===== src/rtl/pipe_add3_2stage.sv =====
// Two-stage pipelined three-operand adder, wrapping modulo 2^WIDTH.
// Stage 1 forms in0+in1 and carries in2 forward; stage 2 adds them.
module pipe_add3_2stage #(
    parameter int WIDTH = 8
) (
    input  logic             clk,
    input  logic             reset,
    input  logic [WIDTH-1:0] in0,
    input  logic [WIDTH-1:0] in1,
    input  logic [WIDTH-1:0] in2,
    output logic [WIDTH-1:0] out01,
    output logic [WIDTH-1:0] out
);

    typedef struct packed {
        logic [WIDTH-1:0] sum01;
        logic [WIDTH-1:0] in2;
    } s1_t;

    s1_t              s1_d;
    s1_t              s1_q;
    logic [WIDTH-1:0] sum_d;
    logic [WIDTH-1:0] sum_q;

    // Carries out of the top bit are dropped by the WIDTH-bit targets.
    always_comb begin
        s1_d.sum01 = in0 + in1;
        s1_d.in2   = in2;
        sum_d      = s1_q.sum01 + s1_q.in2;
    end

    always_ff @(posedge clk or negedge reset) begin
        if (!reset) begin
            s1_q  <= '0;
            sum_q <= '0;
        end else begin
            s1_q  <= s1_d;
            sum_q <= sum_d;
        end
    end

    assign out01 = s1_q.sum01;
    assign out   = sum_q;

endmodule


===== config.mk =====
export PLATFORM = sky130hd
export DESIGN_NAME = pipe_add3_2stage
export DESIGN_NICKNAME = d
export VERILOG_FILES = /design/src/rtl/pipe_add3_2stage.sv
export SDC_FILE = /design/constraint.sdc
export NUM_CORES = 1
export LEC_CHECK = 0
export CAP_MARGIN = 40
export CORE_MARGIN = 2
export CORE_UTILIZATION = 25
export DETAILED_ROUTE_END_ITERATION = 7
export PLACE_DENSITY_LB_ADDON = 0.05
export SLEW_MARGIN = 20
export SYNTH_ARGS = -nofsm -noshare
export SYNTH_HDL_FRONTEND = slang
export SYNTH_SLANG_ARGS = --single-unit

===== constraint.sdc =====
create_clock -name clk -period 1.8 [get_ports clk]
set_input_delay 0.54 -clock clk [delete_from_list [all_inputs] [get_ports clk]]
set_output_delay 0.54 -clock clk [all_outputs]
set_load 0.02 [all_outputs]

==> results.yml, run 1 <==
floorplan:
  core_mm2: 0.00501
  initial_core_util_pct: 25.5
  die_h_um: 75.6
  ios: 42
  die_w_um: 75.6
  dieArea_mm2: 0.00571
  rows: 26
pwr:
  power-per-cell-area_mw_per_mm2: 918
  vdd_drop_max_mv: 0.263
  leakagePower_nw: 0.876
setup_path:
  r2r_slack_ns: 0.10
  path_buf_inv: 1
  cpMaxStageDelayCell: "or4b_1"
  cp_top_family: "simple AND/OR/NAND/NOR gates"
  required_ns: 2.00
  crit_path_start_kind: "input port"
  critPathKind: "in2reg"
  worstPathArrival_ns: 1.95
  cp_slowest_stage_delay_ns: 0.46
  worstPathCellList: "clkdlybuf4s15_1, ha_4, nor2b_4, o31a_1, or4b_1, nand3_1"
  endpoint_kind: "flop"
  cp_max_fo: 2
logic_synthesis:
  netlist_area_mm2: 0.00128
  ys_seq_area_share_pct: 46.9
  async_flop_share_pct: 100
  synth-main-ff-cell: "dfrtp_1"
  synth_cells: 114
  ys_ff_latch: 24
  ys_types: 25
  syn_area_per_cell_um2: 11.2
  ys.warnings.count: 0
  synth_edf_count: 0
  synth_fp_nets: 156
route:
  final_antenna_net_count: 0
  viasPerCell: 4.03
  wl_per_cell_um: 10.5
  vias: 959
  route.detailed.drc: 0
  first_iter_violations: 35
  routed_wl_um: 2490
  first_pass_iters: 4
placed_design:
  io_buffers: 41
  dpl.hpwl_um: 1990
  place_area_mm2: 0.00184
  place.gp.congestion: 0.719
  dp_slack_ns: -0.550
clock_network:
  cts_tree: "built"
  cts_root_buf: "clkbuf_8"
  clk_latency_ns: 0.26
  path_clk_slew_ns: 0.08
  h-tree-depth: 1
  cts_buffers: 3
  clockBufferDepth: 2
  ctsHoldBuffers: 0
  clock-sinks: 24
sta:
  finalCriticalPeriod_ns: 1.74
  fin_crit_sh_pct: 96.9
  finalSetupTns_ns: 0
  final_hold_viol_count: 0
  rsz0062_at_grt: "yes"
  tightest_slew_ns: 0.294
  drv_slew: 0
  fin_skew_ns: 0.00355
  relSlewSlack_pct: 80.3
  holdWs_ns: 0.490
  fmaxAchievable_mhz: 573
  setup_viol: 0
  setup_slack_ns: 0.0553
final_layout:
  num_antenna_cells: 0
  layout_commonest_cell: "dfrtp_1"
  fin_util_pct: 38.9
  stdcell_area_mm2: 0.00195
  syn_to_final_growth_pct: 52.4
  nets: 211
  final_cell_mix: "24 x dfrtp_1, 23 x clkdlybuf4s50_1, 17 x buf_4"
  layout-drive-gt1-share_pct: 21.4
grt:
  grt_util_all_layers_pct: 9.55
  gr-total-overflow: 0
  grt_pass1_vias: 946
  grt_max_degree: 25
  antenna_found_initial: 0
  grt_pass1_wl_um: 4160
worst_hold_path:
  min_path_type: "in2reg"
run_status:
  status: "finished, final reports clean"
job:
  max_cap_viol_count: 0
## metrics by stage
stage / cells / power (mW)
2_1_floorplan: 114 / 1.13
3_3_place_gp: 233 / 1.45
3_5_place_dp: 233 / 1.45
4_1_cts: 237 / 1.80
5_1_grt: 238 / 1.92
6_report: 238 / 1.79
## final timing paths
path | from | end | depth (start not counted)
max in group asynchronous | reset | s1_q[3] | 2
worst max register to register | out01[0] | out[6] | 7
worst max-delay path | in0[2] | out01[6] | 6
worst min-delay path | in0[0] | out01[0] | 2
worst min register to register | s1_q[0] | out[0] | 1
min in group asynchronous | reset | out[6] | 2
## cells by family after synthesis
family / count (synthesis) / share of synthesized area [%]
AOI/OAI and AO/OA: 31 / 15.4
DFF: 24 / 46.9
buffers and inverters: 17 / 7.33
and+or+nand+nor: 17 / 7.23
adders and majority gates: 16 / 16.8
xor gates and xnor gates: 8 / 5.47
muxes: 1 / 0.782
## per-layer routing
metal	track usage (%)	part of all wire (%)
met1	11.5	42
met2	16.8	53
met3	1.19	3.5
met4	4.68	2.0
met5	0	0
## state kept, by name, summed over array words and instances, names as in the netlist
signal and count:
out01 8, out 8, s1_q 8
## final cells by class
| type | count | area, um^2 |
|---|---|---|
| fillers | 531 | 3060 |
| flip-flops and latches | 24 | 601 |
| multi-input cells | 73 | 646 |
| inverters | 9 | 33.8 |
| clock buffers | 4 | 55.1 |
| repair buffers | 58 | 528 |
| well taps | 70 | 87.6 |
## Yosys cell counts, types with 2 or more instances
cell type | n | area [um^2]
xor2_1 | 2 | 17.5
inv_1 | 9 | 33.8
nand3_1 | 2 | 10.0
o21a_1 | 2 | 15.0
nor2_1 | 7 | 26.3
o31a_1 | 2 | 17.5
a211oi_1 | 4 | 30.0
ha_1 | 14 | 175
nor2b_1 | 2 | 12.5
a41oi_1 | 2 | 17.5
nand2_1 | 2 | 7.51
xnor2_1 | 6 | 52.6
fa_1 | 2 | 40.0
dfrtp_1 | 24 | 601
o21bai_1 | 2 | 15.0
a21oi_1 | 9 | 45.0
o21ai_0 | 7 | 35.0
a21o_1 | 2 | 15.0
buf_4 | 8 | 60.1
## report_power, final
group	internal, mW	switching [mW]
Combinational	0.388	0.356
Clock	0.195	0.167
Sequential	0.643	0.0426
Total	1.23	0.565
## repair_timing
action	in CTS	in global routing
setup endpoints to repair	11	5
cloned	0	0
resized for setup	32	8
buffers inserted	0	1
pin swaps	8	4
Note: power is estimated with default switching activity, not from simulation.
==> run 2, diff against run 1 <==
--- a/config.mk
+++ b/config.mk
@@ -9,7 +9,7 @@
 export CORE_MARGIN = 2
 export CORE_UTILIZATION = 25
 export DETAILED_ROUTE_END_ITERATION = 7
-export PLACE_DENSITY_LB_ADDON = 0.05
+export PLACE_DENSITY = 0.5
 export SLEW_MARGIN = 20
 export SYNTH_ARGS = -nofsm -noshare
 export SYNTH_HDL_FRONTEND = slang
==> run 2 against run 1 <==
Against the previous run: power down 2.0%; count of clock-buffer cells in the layout down 1; clock skew down 0.0022 ns; flip-flop and latch count unchanged; non-clock buffer count up 2; worst setup slack worse by 0.028 ns; wire length up 4.8%; combinational power up 3.1%; design area up 1.5%; critical path type is now reg2reg; largest power group unchanged.
==> results.yml, run 2 (synthesis gave the netlist of run 1 again) <==
run_status:
  status: "finished, final reports clean"
sta:
  tightest_slew_ns: 0.280
  fin_crit_sh_pct: 98.5
  finalSetupTns_ns: 0
  fmaxAchievable_mhz: 564
  fin_skew_ns: 0.00135
  setup_viol: 0
  setup_slack_ns: 0.0271
  relSlewSlack_pct: 81.2
  drv_slew: 0
  finalCriticalPeriod_ns: 1.77
  rsz0062_at_grt: "yes"
  holdWs_ns: 0.484
  final_hold_viol_count: 0
pwr:
  power-per-cell-area_mw_per_mm2: 886
  vdd_drop_max_mv: 0.291
  leakagePower_nw: 0.913
  power_mw: 1.75
setup_path:
  required_ns: 2.00
  crit_path_start_kind: "flop"
  path_buf_inv: 1
  endpoint_kind: "flop"
  cp_max_fo: 3
  cp_top_family: "simple AND/OR/NAND/NOR gates"
  critPathKind: "reg2reg"
  worstPathArrival_ns: 1.97
  cpMaxStageDelayCell: "dfrtp_1"
  cp_slowest_stage_delay_ns: 0.41
  worstPathCellList: "ha_4, inv_2, fa_2, nor2b_2, o31a_1, or4_1, nand3_1"
floorplan:
  core_mm2: 0.00501
  die_h_um: 75.6
  rows: 26
  ios: 42
  initial_core_util_pct: 25.5
  dieArea_mm2: 0.00571
  die_w_um: 75.6
grt:
  grt_pass1_vias: 912
  gr-total-overflow: 0
  grt_max_degree: 25
  antenna_found_initial: 0
  grt_util_all_layers_pct: 9.44
  grt_pass1_wl_um: 3930
clock_network:
  clk_latency_ns: 0.26
  cts_buffers: 3
  h-tree-depth: 1
  clock-sinks: 24
  path_clk_slew_ns: 0.07
  cts_tree: "built"
  ctsHoldBuffers: 0
  clockBufferDepth: 2
  cts_root_buf: "clkbuf_8"
final_layout:
  fin_cells: 239
  layout-drive-gt1-share_pct: 24.3
  num_antenna_cells: 0
  nets: 213
  final_cell_mix: "24 x dfrtp_1, 23 x clkdlybuf4s50_1, 19 x buf_4"
  layout_commonest_cell: "dfrtp_1"
  syn_to_final_growth_pct: 54.6
  fillers: 505
placed_design:
  dp_slack_ns: -0.577
  place.gp.congestion: 0.717
  io_buffers: 41
  dpl.hpwl_um: 2030
  dp_cells: 232
route:
  first_pass_iters: 2
  vias: 997
  first_iter_violations: 68
  routed_wl_um: 2610
  viasPerCell: 4.17
  final_antenna_net_count: 0
  route.detailed.drc: 0
  wl_per_cell_um: 10.9
job:
  max_cap_viol_count: 0
worst_hold_path:
  min_path_type: "in2reg"
[run 2: cell type report]
class | count | area [um^2] | share of cell area, %
Tap cell | 70 | 87.6 | 4.42
Clock buffer | 3 | 41.3 | 2.09
Timing Repair Buffer | 60 | 559 | 28.3
Multi-Input combinational cell | 73 | 657 | 33.2
Sequential cell | 24 | 601 | 30.3
Inverter | 9 | 33.8 | 1.71
[run 2: power by group]
part | internal [mW] | total (mW) | switching, mW
Combinational | 0.402 | 0.766 | 0.364
Sequential | 0.643 | 0.684 | 0.0408
Clock | 0.150 | 0.305 | 0.155
Total | 1.19 | 1.75 | 0.560
[run 2: through the flow]
step	area (um^2)	util, %
final	1980	39.5
after global routing	1980	39.5
after detailed placement	1840	36.6
after floorplan	1280	-
after global placement	1840	36.6
after CTS	1900	38.0
[run 2: worst paths after layout]
path                       startpoint        to  slack (ns)  cells after the start
max                          out01[0]    out[6]        0.03                      7
min reg2reg                   s1_q[0]    out[0]        0.54                      1
max in group asynchronous       reset   s1_q[5]        0.95                      2
max reg2reg                  out01[0]    out[6]        0.03                      7
min                            in0[0]  out01[0]        0.48                      2
min in group asynchronous       reset    out[1]        0.63                      2
[run 2: per-layer routing]
layer	routed length (um)	global-route usage, %	part of all wire, %
met1	1060	9.65	41
met2	1350	17.6	52
met3	141	1.72	5.4
met4	59	5.85	2.3
met5	0	0	0
[run 2: timing repair]
item | in CTS | in global routing
gates resized for setup | 31 | 13
setup endpoints to repair | 7 | 9
pin swaps | 8 | 8
buffers inserted | 1 | 3
==> run 3, diff against run 2 <==
--- a/config.mk
+++ b/config.mk
@@ -6,7 +6,6 @@
 export NUM_CORES = 1
 export LEC_CHECK = 0
 export CAP_MARGIN = 40
-export CORE_MARGIN = 2
 export CORE_UTILIZATION = 25
 export DETAILED_ROUTE_END_ITERATION = 7
 export PLACE_DENSITY = 0.5
==> run 3 against run 2 <==
Against the previous run: largest power group unchanged; design area shrank 3.5%; via count decreased by 1.3%; clock skew up 0.0013 ns; flip-flop and latch count unchanged; wire length is 5.6% lower; critical endpoint is now out01[0]; first-iteration DRC count shrank 10%.
==> results.yml, run 3 (synthesis gave the netlist of run 1 again) <==
worst_hold_path:
  hold_start: "in1[0]"
  holdPathEnd: "out01[0]"
  min_path_type: "in2reg"
  whs_path_depth: 2
final_layout:
  syn_to_final_growth_pct: 49.2
  num_antenna_cells: 0
  multi_input_area_um2: 631
  final_cell_mix: "24 x clkdlybuf4s50_1, 24 x dfrtp_1, 14 x buf_4"
  layout-drive-gt1-share_pct: 19.4
  fillers: 496
  ff_latch_area_um2: 601
  fin_util_pct: 39.6
  nets: 208
route:
  wl_per_cell_um: 10.6
  route.detailed.drc: 0
  first_pass_iters: 4
  highest_layer: "met4"
  final_antenna_net_count: 0
  first_iter_violations: 61
  wl_met2_um: 1300
  met3WireLength_um: 125
  met1Wirelength_um: 971
  routed_wl_um: 2460
  viasPerCell: 4.24
  vias: 984
setup_path:
  path_buf_inv: 1
  r2r-start: "out01[0]"
  cp_slowest_stage_delay_ns: 0.61
  required_ns: 1.26
  worstPathArrival_ns: 1.24
  r2r_slack_ns: 0.09
  r2r_cells: 7
  crit-reg2reg-capture: "out[6]"
  critPathKind: "reg2out"
  crit_path_start_kind: "flop"
  cp_top_family: "buffers and inverters"
  endpoint_kind: "output port"
  cp_max_fo: 2
  worstPathCellList: "clkdlybuf4s50_1"
  cpMaxStageDelayCell: "clkdlybuf4s50_1"
clock_network:
  path_clk_slew_ns: 0.08
  cts_root_buf: "clkbuf_8"
  ctsHoldBuffers: 0
  postCtsSetupBuffers: 0
  clockBufferDepth: 2
  cts_buffers: 3
  h-tree-depth: 1
  cts_tree: "built"
  clk_latency_ns: 0.27
  clock-sinks: 24
sta:
  drv_slew: 0
  setup_slack_ns: 0.0242
  relSlewSlack_pct: 80.5
  setup_viol: 0
  fin_crit_sh_pct: 98.7
  fin_skew_ns: 0.00263
  fmaxAchievable_mhz: 563
  final_hold_viol_count: 0
  finalCriticalPeriod_ns: 1.78
  rsz0062_at_grt: "yes"
  tightest_slew_ns: 0.291
grt:
  antenna_found_initial: 0
  grt_pass1_vias: 1007
  grt_pass1_wl_um: 4180
  gr-total-overflow: 0
  grt_max_degree: 25
  grt_util_all_layers_pct: 10.1
pwr:
  combPwrFrac_pct: 41.3
  p_sw_mw: 0.561
  intPower_mw: 1.21
  p_seq_share_pct: 38.4
  power-per-cell-area_mw_per_mm2: 929
  leakagePower_nw: 0.860
  p_sw_share_pct: 31.6
  power_frac_clock_pct: 20.3
  vdd_drop_max_mv: 0.290
floorplan:
  core_mm2: 0.00482
  rows: 25
  die_h_um: 73.6
  dieArea_mm2: 0.00541
  ios: 42
  initial_core_util_pct: 26.6
  die_w_um: 73.6
placed_design:
  dpl.hpwl_um: 2010
  place.gp.congestion: 0.782
  io_buffers: 41
  dp_slack_ns: -0.522
job:
  max_cap_viol_count: 0
run_status:
  status: "finished, final reports clean"
-- run 3: final cells by class --
type / count / area share (%)
sequential: 24 / 31.5
clock buffer: 4 / 2.88
timing repair buffer: 55 / 26.5
inverter: 9 / 1.77
multi-input combinational: 73 / 33.0
tap: 67 / 4.39
-- run 3: worst max path at each step --
stage | start | endpoint | slack (ns) | cells after the start
floorplan | in0[0] | out01[6] | -0.07 | 7
global placement | in0[0] | out01[6] | -0.52 | 8
detailed placement | in0[0] | out01[6] | -0.52 | 8
CTS | out01[7] | out01[7] | 0.002 | 1
global route | out01[0] | out[6] | -0.04 | 7
finish | out01[0] | out01[0] | 0.02 | 1
-- run 3: timing repair --
action	in CTS	in global routing
endpoints found under the setup margin	9	6
resized for setup	26	9
pin swaps	8	4
-- run 3: metal layers --
layer	global-route usage (%)	vias up
met5	0	-
li1	-	494
met1	10.6	456
met4	6.20	0
met3	1.23	5
met2	18.9	29
-- run 3: per-stage QoR --
step	cells	power, mW	cell area [um^2]	setup TNS, ns	hold slack, ns
3_3_place_gp	228	1.42	1820	-2.12	0.448
2_1_floorplan	114	1.13	1280	-0.0750	0.244
6_report	232	1.77	1910	0	0.482
4_1_cts	232	1.79	1880	0	0.478
3_5_place_dp	228	1.44	1820	-2.20	0.458
5_1_grt	232	1.90	1910	-0.0621	0.468
-- run 3: power by group through the flow --
| stage | Combinational [mW] | Sequential, mW | Clock, mW |
|---|---|---|---|
| 2_1_floorplan | 0.354 | 0.776 | 0 |
| 3_3_place_gp | 0.731 | 0.694 | 0 |
| 3_5_place_dp | 0.748 | 0.695 | 0 |
| 4_1_cts | 0.735 | 0.683 | 0.377 |
| 5_1_grt | 0.808 | 0.692 | 0.400 |
| 6_report | 0.733 | 0.680 | 0.360 |
